### src/rtl/control_pkg.sv
// Shared encodings for the CPU control unit: opcodes, ALU functions,
// register-index selects and the registered control bundle.
package control_pkg;

    typedef enum logic [3:0] {
        OP_SUB  = 4'b0000,
        OP_ADD  = 4'b0001,
        OP_MUL  = 4'b0010,
        OP_NEG  = 4'b0011,
        OP_BEQ  = 4'b0100,
        OP_BGT  = 4'b0101,
        OP_BLT  = 4'b0110,
        OP_B    = 4'b0111,
        OP_LDR  = 4'b1000,
        OP_STR  = 4'b1001,
        OP_MOVI = 4'b1010,
        OP_AND  = 4'b1011,
        OP_OR   = 4'b1100,
        OP_ADDI = 4'b1101,
        OP_LDRD = 4'b1110,
        OP_NOP  = 4'b1111
    } opcode_e;

    typedef enum logic [2:0] {
        ALU_ADD   = 3'b000,
        ALU_SUB   = 3'b001,
        ALU_MUL   = 3'b010,
        ALU_NEG   = 3'b011,
        ALU_AND   = 3'b100,
        ALU_OR    = 3'b101,
        ALU_PASSB = 3'b110,
        ALU_NONE  = 3'b111
    } alu_op_e;

    localparam logic [1:0] RI_RD_RS_RT = 2'b00;
    localparam logic [1:0] RI_RD_RS    = 2'b01;
    localparam logic [1:0] RI_NONE     = 2'b10;

    typedef struct packed {
        logic       wbs;
        logic       wme;
        logic       mm;
        alu_op_e    alu_op;
        logic [1:0] ri;
        logic       wre;
        logic       wm;
        logic       am;
        logic       ni;
    } ctrl_t;

    localparam ctrl_t NOP_CTRL = '{
        wbs: 1'b0, wme: 1'b0, mm: 1'b0, alu_op: ALU_ADD, ri: RI_RD_RS_RT,
        wre: 1'b0, wm: 1'b0, am: 1'b0, ni: 1'b0
    };

endpackage

### src/rtl/control_unit_if.sv
// Decode request (opcode, flags, pipeline control) and registered control outputs.
interface control_unit_if;
    logic [3:0] opCode;
    logic       flagN;
    logic       flagZ;
    logic       stall;
    logic       flush;
    logic       wbs;
    logic       wme;
    logic       mm;
    logic [2:0] ALUop;
    logic [1:0] ri;
    logic       wre;
    logic       wm;
    logic       am;
    logic       ni;

    modport master (
        output opCode, flagN, flagZ, stall, flush,
        input  wbs, wme, mm, ALUop, ri, wre, wm, am, ni
    );

    modport slave (
        input  opCode, flagN, flagZ, stall, flush,
        output wbs, wme, mm, ALUop, ri, wre, wm, am, ni
    );
endinterface

### src/rtl/control_decode.sv
// Combinational opcode/flag decode into the control bundle.
// Latency: none. Backpressure: none, pure function of its inputs.
// Unlisted or unknown opcodes fall through to the NOP bundle.
module control_decode
    import control_pkg::*;
(
    input  logic [3:0] opCode,
    input  logic       flagN,
    input  logic       flagZ,
    output ctrl_t      ctrl
);

    always_comb begin
        ctrl = NOP_CTRL;
        case (opCode)
            OP_SUB:  begin ctrl.alu_op = ALU_SUB; ctrl.wre = 1'b1; end
            OP_ADD:  begin ctrl.alu_op = ALU_ADD; ctrl.wre = 1'b1; end
            OP_MUL:  begin ctrl.alu_op = ALU_MUL; ctrl.wre = 1'b1; end
            OP_NEG:  begin
                ctrl.alu_op = ALU_NEG;
                ctrl.ri     = RI_RD_RS;
                ctrl.wre    = 1'b1;
            end
            // Branches only steer the PC; flags matter nowhere else.
            OP_BEQ, OP_BGT, OP_BLT, OP_B: begin
                ctrl.alu_op = ALU_NONE;
                ctrl.ri     = RI_NONE;
                case (opCode)
                    OP_BEQ:  ctrl.ni = flagZ;
                    OP_BGT:  ctrl.ni = ~flagN & ~flagZ;
                    OP_BLT:  ctrl.ni = flagN;
                    default: ctrl.ni = 1'b1;
                endcase
            end
            OP_LDR:  begin
                ctrl.wbs = 1'b1;
                ctrl.ri  = RI_RD_RS;
                ctrl.wre = 1'b1;
                ctrl.wm  = 1'b1;
                ctrl.am  = 1'b1;
            end
            OP_STR:  begin ctrl.wme = 1'b1; ctrl.am = 1'b1; end
            OP_MOVI: begin
                ctrl.alu_op = ALU_PASSB;
                ctrl.ri     = RI_NONE;
                ctrl.wre    = 1'b1;
                ctrl.am     = 1'b1;
            end
            OP_AND:  begin ctrl.alu_op = ALU_AND; ctrl.wre = 1'b1; end
            OP_OR:   begin ctrl.alu_op = ALU_OR;  ctrl.wre = 1'b1; end
            OP_ADDI: begin
                ctrl.ri  = RI_RD_RS;
                ctrl.wre = 1'b1;
                ctrl.am  = 1'b1;
            end
            // Load with the register operand used directly as the address.
            OP_LDRD: begin
                ctrl.wbs = 1'b1;
                ctrl.mm  = 1'b1;
                ctrl.ri  = RI_RD_RS;
                ctrl.wre = 1'b1;
                ctrl.wm  = 1'b1;
            end
            default: ctrl = NOP_CTRL;
        endcase
    end

endmodule

### src/rtl/control_unit.sv
// Instruction decode with the decode/execute control register.
// Latency: 1 cycle from opcode/flags to outputs.
// Backpressure: stall holds the register, flush loads NOP and overrides stall.
module control_unit
    import control_pkg::*;
(
    input  logic                 clk,
    input  logic                 rst,
    control_unit_if.slave        bus
);

    ctrl_t ctrl_next;
    ctrl_t ctrl_q;

    control_decode u_decode (
        .opCode (bus.opCode),
        .flagN  (bus.flagN),
        .flagZ  (bus.flagZ),
        .ctrl   (ctrl_next)
    );

    always_ff @(posedge clk or posedge rst) begin
        if (rst) begin
            ctrl_q <= NOP_CTRL;
        end else if (bus.flush) begin
            ctrl_q <= NOP_CTRL;
        end else if (!bus.stall) begin
            ctrl_q <= ctrl_next;
        end
    end

    assign bus.wbs   = ctrl_q.wbs;
    assign bus.wme   = ctrl_q.wme;
    assign bus.mm    = ctrl_q.mm;
    assign bus.ALUop = ctrl_q.alu_op;
    assign bus.ri    = ctrl_q.ri;
    assign bus.wre   = ctrl_q.wre;
    assign bus.wm    = ctrl_q.wm;
    assign bus.am    = ctrl_q.am;
    assign bus.ni    = ctrl_q.ni;

endmodule

### src/flat_wrapper.sv
// flat-port wrapper written by rule: the top's interface ports become plain ports
module control_unit_flat import control_pkg::*;
  (clk, rst, bus_opCode, bus_flagN, bus_flagZ, bus_stall, bus_flush, bus_wbs, bus_wme, bus_mm, bus_ALUop, bus_ri, bus_wre, bus_wm, bus_am, bus_ni);
  control_unit_if bus_i ();
  input  logic clk;
  input  logic rst;
  input wire logic [$bits(bus_i.opCode)-1:0] bus_opCode;
  input wire logic [$bits(bus_i.flagN)-1:0] bus_flagN;
  input wire logic [$bits(bus_i.flagZ)-1:0] bus_flagZ;
  input wire logic [$bits(bus_i.stall)-1:0] bus_stall;
  input wire logic [$bits(bus_i.flush)-1:0] bus_flush;
  output wire logic [$bits(bus_i.wbs)-1:0] bus_wbs;
  output wire logic [$bits(bus_i.wme)-1:0] bus_wme;
  output wire logic [$bits(bus_i.mm)-1:0] bus_mm;
  output wire logic [$bits(bus_i.ALUop)-1:0] bus_ALUop;
  output wire logic [$bits(bus_i.ri)-1:0] bus_ri;
  output wire logic [$bits(bus_i.wre)-1:0] bus_wre;
  output wire logic [$bits(bus_i.wm)-1:0] bus_wm;
  output wire logic [$bits(bus_i.am)-1:0] bus_am;
  output wire logic [$bits(bus_i.ni)-1:0] bus_ni;
  assign bus_i.opCode = bus_opCode;
  assign bus_i.flagN = bus_flagN;
  assign bus_i.flagZ = bus_flagZ;
  assign bus_i.stall = bus_stall;
  assign bus_i.flush = bus_flush;
  assign bus_wbs = bus_i.wbs;
  assign bus_wme = bus_i.wme;
  assign bus_mm = bus_i.mm;
  assign bus_ALUop = bus_i.ALUop;
  assign bus_ri = bus_i.ri;
  assign bus_wre = bus_i.wre;
  assign bus_wm = bus_i.wm;
  assign bus_am = bus_i.am;
  assign bus_ni = bus_i.ni;
  control_unit u_core (.clk(clk), .rst(rst), .bus(bus_i));
endmodule
### config.mk
export PLATFORM = sky130hd
export DESIGN_NAME = control_unit_flat
export DESIGN_NICKNAME = d
export VERILOG_FILES = /design/src/rtl/control_pkg.sv /design/src/rtl/control_unit_if.sv /design/src/rtl/control_decode.sv /design/src/rtl/control_unit.sv /design/src/flat_wrapper.sv
export SDC_FILE = /design/constraint.sdc
export NUM_CORES = 1
export LEC_CHECK = 0
export ABC_AREA = 1
export CAP_MARGIN = 20
export CORE_MARGIN = 4
export CORE_UTILIZATION = 30
export DETAILED_ROUTE_END_ITERATION = 10
export GPL_ROUTABILITY_DRIVEN = 0
export GPL_TIMING_DRIVEN = 0
export SLEW_MARGIN = 25
export SYNTH_ARGS = -nofsm -noshare
export SYNTH_HDL_FRONTEND = slang
export SYNTH_HIERARCHICAL = 1
export SYNTH_SLANG_ARGS = --single-unit
### constraint.sdc
create_clock -name clk -period 0.8 [get_ports clk]
set_input_delay 0.08 -clock clk [delete_from_list [all_inputs] [get_ports clk]]
set_output_delay 0.08 -clock clk [all_outputs]
set_load 0.02 [all_outputs]
==> metrics.txt, run 1 <==
Largest stage delay, worst path 0.40 ns; max cap viols 0; Die Y 55.7 um; # nets final 139; Die W 55.7 um; post-DR vias/cell 4.54; I/O Buffers 21; worst setup margin -0.0813 ns; xor-xnor portion of the synthesized cell area 0%; Worst-Margin Slew 0.475 ns; Fin. Hold Viols 0; hold_buf cts 0; register area 300 sq um; Layout fillers 235; Simple-Gate Fraction of Synth Area 40.1%; final hold slack 0.126 ns; CTS Root Cell clkbuf_4; Setup Skew 0 ns; critical path cell sequence buf_6; Clock Path Buffers 2; largest family of logic cells by synthesized area simple AND/OR/NAND/NOR gates; CTS sink count 12; GRT Residual Overflow 0; first-pass GRT wire length 2.69 mm; synthesized area 683 sq um; CTS tree done; endpoints failing setup 12; sequential-to-total area share from yosys stat 44.0%; DRT antenna net count 0; final max-slew violation count 0; Crit Path Class flip-flop to output pin; CP top delay family flip-flops; Seq cells post-synth 12; Core ar. 2190 sq um; Critical Path Sink Type output pin; multi-input logic area 324 sq um; post-place setup slack -0.652 ns; Tmin final 0.881 ns; routed wire length 1.59 mm; Worst slew margin 68.3%; Clock H-tree levels 1; Area after DPL 928 sq um; total power 0.00145 W; die area 3100 sq um; initial DRC count 21; Residual DRC 0; TritonCTS Buffers 3; Layout Area Growth over Synthesis 53.8%; total inserted antenna cells 0; Post-Synth Adder-Cell Area 0%; Bufs and invs on worst path 1; Lkg Pwr 0.608 nW; gr usage total 10.7%; syn avg cell area 7.19 sq um; RSZ-0062 raised after global routing yes; vias in the first global route 630; pwr/cell area 1380 nW/um^2; Final Non-Filler Cells 156; share of layout cells above drive strength 1 33.6%; status finished, violations left; post-synthesis mux area share 0%; clk_lat worst skew 0.26 ns; Final Cell Area 1050 sq um; Boundary Pins 22; Post-Synthesis Cells 95; Yosys cell types 13; post-DP HPWL 1.19 mm; FMAX 1130 MHz; WP data arrival 0.80 ns; crit-path max FO 2; post-synthesis compound-gate area fraction 4.40%; violated checks negative setup slack; Req. time, crit path 0.72 ns; Worst IR Drop VDD 868 uV; Worst-path clk slew 0.08 ns; final cycle utilization of the critical path 110%; slowest CP cell dfrtp_1; largest net degree at the start of global routing 13; DR pass1 iterations 4; DR WL/cell 10.2 um; Mapped Nets 105; antenna violations before repair 0; Startpoint Class flip-flop; YS warnings 6; FP Rows 17; reg-to-reg setup timing slack 0.04 ns; initial core utilization 31.2%; vias 709; Placed Cells 144; Hold WC Path Type primary input to async pin
## area by class of cell
cell class | count | share of cell area, %
Multi-Input combinational cell | 68 | 30.8
Sequential cell | 12 | 28.6
Timing Repair Buffer | 29 | 26.0
Buffer | 5 | 4.29
Inverter | 10 | 3.57
Clock buffer | 4 | 3.45
Tap cell | 28 | 3.33
## through the flow
| stage | TNS [ns] | util (%) |
|---|---|---|
| global route | -1.30 | 48.0 |
| floorplan | 0 | - |
| detailed placement | -8.27 | 42.4 |
| CTS | -0.997 | 47.2 |
| global placement | -8.18 | 42.4 |
| finish | -0.880 | 48.0 |
## cell families (layout without fill, tap and decap cells)
family / after synthesis / count (layout)
AOI/OAI and AO/OA: 6 / 6
buffers and inverters: 15 / 48
DFF: 12 / 12
and+or+nand+nor: 62 / 62
## synthesized netlist by cell type
cell / n / share of area (%)
inv_2: 2 / 1.1
o21ai_0: 5 / 3.7
buf_4: 4 / 4.4
nor3_1: 1 / 0.73
or2_2: 1 / 0.92
inv_1: 8 / 4.4
nor2_1: 8 / 4.4
nand4_1: 2 / 1.8
dfrtp_1: 12 / 44
buf_6: 1 / 1.6
nand3_1: 26 / 19
nand2_1: 24 / 13
a21oi_1: 1 / 0.73
## sequential cells by signal (all words and copies together), names as in the netlist
signal	cells
u_core/bus.ri	2
u_core/bus.wre	1
u_core/bus.ni	1
u_core/bus.wme	1
u_core/bus.wbs	1
u_core/bus.wm	1
u_core/bus.ALUop	3
u_core/bus.mm	1
u_core/bus.am	1
## per-layer routing
metal	global-route usage [%]	wire length [um]	vias up	part of all wire, %
met4	5.21	15	0	0.95
met3	2.09	102	2	6.4
met5	0	0	-	0
li1	-	-	375	-
met2	16.4	697	20	44
met1	14.2	772	312	49
## power by group
group | switching (W) | internal (W) | total (W)
Clock | 0.000196 | 0.000276 | 0.000472
Combinational | 0.000177 | 0.000155 | 0.000332
Sequential | 0.0000177 | 0.000631 | 0.000649
## final timing paths
kind	endpoint	cells past startpoint	startpoint
max	bus_am	1	u_core/bus.am
min	u_core/bus.ri[1]	2	rst
max reg2reg	u_core/bus.am	3	u_core/bus.am
min reg2reg	u_core/bus.ALUop[0]	2	u_core/bus.ALUop[0]
max in group asynchronous	u_core/bus.wbs	2	rst
min in group clk	u_core/bus.ALUop[0]	3	bus_stall
## timing repair
item | 4_1_cts | 5_1_grt
endpoints found under the hold margin | 0 | 0
buffers inserted | 5 | 3
setup endpoints to repair | 24 | 24
resized for setup | 89 | 12
pin swaps | 1 | 5
## placed cells by master, fill, tap and decap left out
cell type / synthesis / final
nand2_1: 24 / 22
inv_1: 8 / 6
nor2_1: 8 / 8
or2_4: 0 / 1
buf_6: 1 / 14
nand3_1: 26 / 25
clkbuf_8: 0 / 1
nand2_2: 0 / 2
dlymetal6s2s_1: 0 / 3
clkdlybuf4s50_1: 0 / 2
nand4_1: 2 / 2
clkbuf_4: 0 / 3
nor3_1: 1 / 1
buf_2: 0 / 4
dfrtp_1: 12 / 12
a21oi_2: 0 / 1
o21ai_0: 5 / 4
buf_4: 4 / 11
o21ai_2: 0 / 1
nand3_2: 0 / 1
inv_2: 2 / 4
No activity file was read; power rests on OpenSTA's default activity.
==> inputs of run 2 (changes only) <==
--- a/config.mk
+++ b/config.mk
@@ -11,7 +11,6 @@
 export CORE_UTILIZATION = 30
 export DETAILED_ROUTE_END_ITERATION = 10
 export GPL_ROUTABILITY_DRIVEN = 0
-export GPL_TIMING_DRIVEN = 0
 export SLEW_MARGIN = 25
 export SYNTH_ARGS = -nofsm -noshare
 export SYNTH_HDL_FRONTEND = slang
==> run 2 against run 1 <==
Against the previous run: largest cell class is now non-clock buffers; clock skew is the same; worst setup slack lost 0.0068 ns; highest routed layer unchanged; clock power is essentially flat; the flow still finishes with violations (negative setup slack); power grew 2.7%; non-clock buffer count grew 7; final cell count grew 4.5%; final area grew 8.1%; worst hold slack lost 0.030 ns; clock-buffer cell count is the same; critical path type unchanged; combinational power grew 12%.
==> metrics.txt, run 2 (same netlist as run 1, synthesis figures left out) <==
Tmin final 0.888 ns; Core ar. 2190 sq um; die area 3100 sq um; Worst IR Drop VDD 553 uV; Setup Skew 0 ns; max cap viols 0; initial core utilization 31.2%; most frequent cells in the layout nand3_1, nand2_1, buf_4, buf_6, dfrtp_1; critical path cell sequence buf_6; violated checks negative setup slack; FMAX 1130 MHz; Clock H-tree levels 1; commonest non-fill, non-tap cell in the layout nand3_1; vias 732; R2R cell count 3; pwr/cell area 1310 nW/um^2; routed wire length 1.61 mm; Worst-Margin Slew 0.221 ns; Largest register FFs 3; Fin. Hold Viols 0; # nets final 146; CP top delay family flip-flops; Worst-path clk slew 0.08 ns; post-DR vias/cell 4.49; Critical Path Sink Type output pin; worst setup margin -0.0882 ns; Residual DRC 0; FP Rows 17; Die W 55.7 um; Die Y 55.7 um; FF-to-FF Start u_core/bus.ri[0]; status finished, violations left; DRT antenna net count 0; Layout fillers 223; TritonCTS Buffers 3; register area 300 sq um; reg-to-reg setup timing slack 0.04 ns; initial DRC count 18; Boundary Pins 22; Lkg Pwr 0.629 nW; final max-slew violation count 0; I/O Buffers 21; Clock Path Buffers 2; Bufs and invs on worst path 1; post-DP HPWL 1.19 mm; CTS Root Cell clkbuf_4; Hold WC Path Type primary input to async pin; final cycle utilization of the critical path 111%; CTS tree done; Largest stage delay, worst path 0.40 ns; total power 0.00149 W; gr usage total 11.3%; Layout Area Growth over Synthesis 66.3%; DR WL/cell 9.86 um; Worst slew margin 85.2%; GRT Residual Overflow 0; antenna violations before repair 0; total inserted antenna cells 0; Crit Path Class flip-flop to output pin; crit-path max FO 2; DR pass1 iterations 4; slowest CP cell dfrtp_1; first-pass GRT wire length 2.88 mm; endpoints failing setup 12; share of layout cells above drive strength 1 40.0%; Final Non-Filler Cells 163; RSZ-0062 raised after global routing yes; Req. time, crit path 0.72 ns; vias in the first global route 701; hold_buf cts 0; largest net degree at the start of global routing 25; Placed Cells 156; Startpoint Class flip-flop; clk_lat worst skew 0.26 ns; R2R Path End u_core/bus.ri[0]; CTS sink count 12; multi-input logic area 345 sq um; WP data arrival 0.81 ns
## run 2: cell count changes in the layout (fill, tap and decap cells not counted), moves of 2 or more
cell             change
nor2_2               +4
nand3_1              -2
clkdlybuf4s15_1      +3
o21ai_1              +3
o21ai_0              -2
nor2_1               -4
nand3_2              +2
buf_4                +7
buf_2                -4
dlymetal6s2s_1       -2
## run 2: cell type report
class                   count  area share, %
clock buffers               4           3.19
inverters                  10           3.52
multi-input cells          68           30.4
flip-flops and latches     12           26.4
well taps                  28           3.08
repair buffers             41           33.4
## run 2: worst max-delay path by stage
stage / startpoint / endpoint / cells past startpoint
final: u_core/bus.ri[0] / bus_ri[0] / 1
after global routing: u_core/bus.ALUop[1] / bus_ALUop[1] / 1
after CTS: u_core/bus.ri[0] / bus_ri[0] / 1
after detailed placement: bus_opCode[3] / u_core/bus.ALUop[2] / 6
after global placement: bus_opCode[3] / u_core/bus.ALUop[2] / 6
after floorplan: bus_opCode[2] / u_core/bus.wbs / 8
## run 2: layer usage
metal / wire length, um / track usage [%] / vias up
met5: 0 / 0 / -
met4: 21 / 5.21 / 0
met3: 97 / 1.86 / 2
met2: 745 / 18.9 / 19
met1: 743 / 14.1 / 322
li1: - / - / 389
## run 2: metrics by stage
step	setup slack [ns]	hold slack, ns	TNS (ns)	instance area, sq um	utilization [%]
after floorplan	0.0332	-0.0553	0	683	-
after global placement	-0.544	0.383	-8.16	1010	46.3
after detailed placement	-0.524	0.383	-8.21	1010	46.3
after CTS	-0.111	0.0985	-0.989	1100	50.3
after global routing	-0.127	0.103	-1.31	1140	51.9
final	-0.0882	0.0960	-0.884	1140	51.9
## run 2: power breakdown
part	switching (W)	internal, W	leakage (nW)	total (W)
Clock	0.000198	0.000276	0.0210	0.000474
Combinational	0.000189	0.000182	0.445	0.000371
Sequential	0.0000177	0.000631	0.164	0.000649
Total	0.000404	0.00109	0.629	0.00149
## run 2: timing repair
action                     CTS  global route
resized for setup           85            19
setup endpoints to repair   24            22
pin swaps                    5             8
setup buffers                5             1
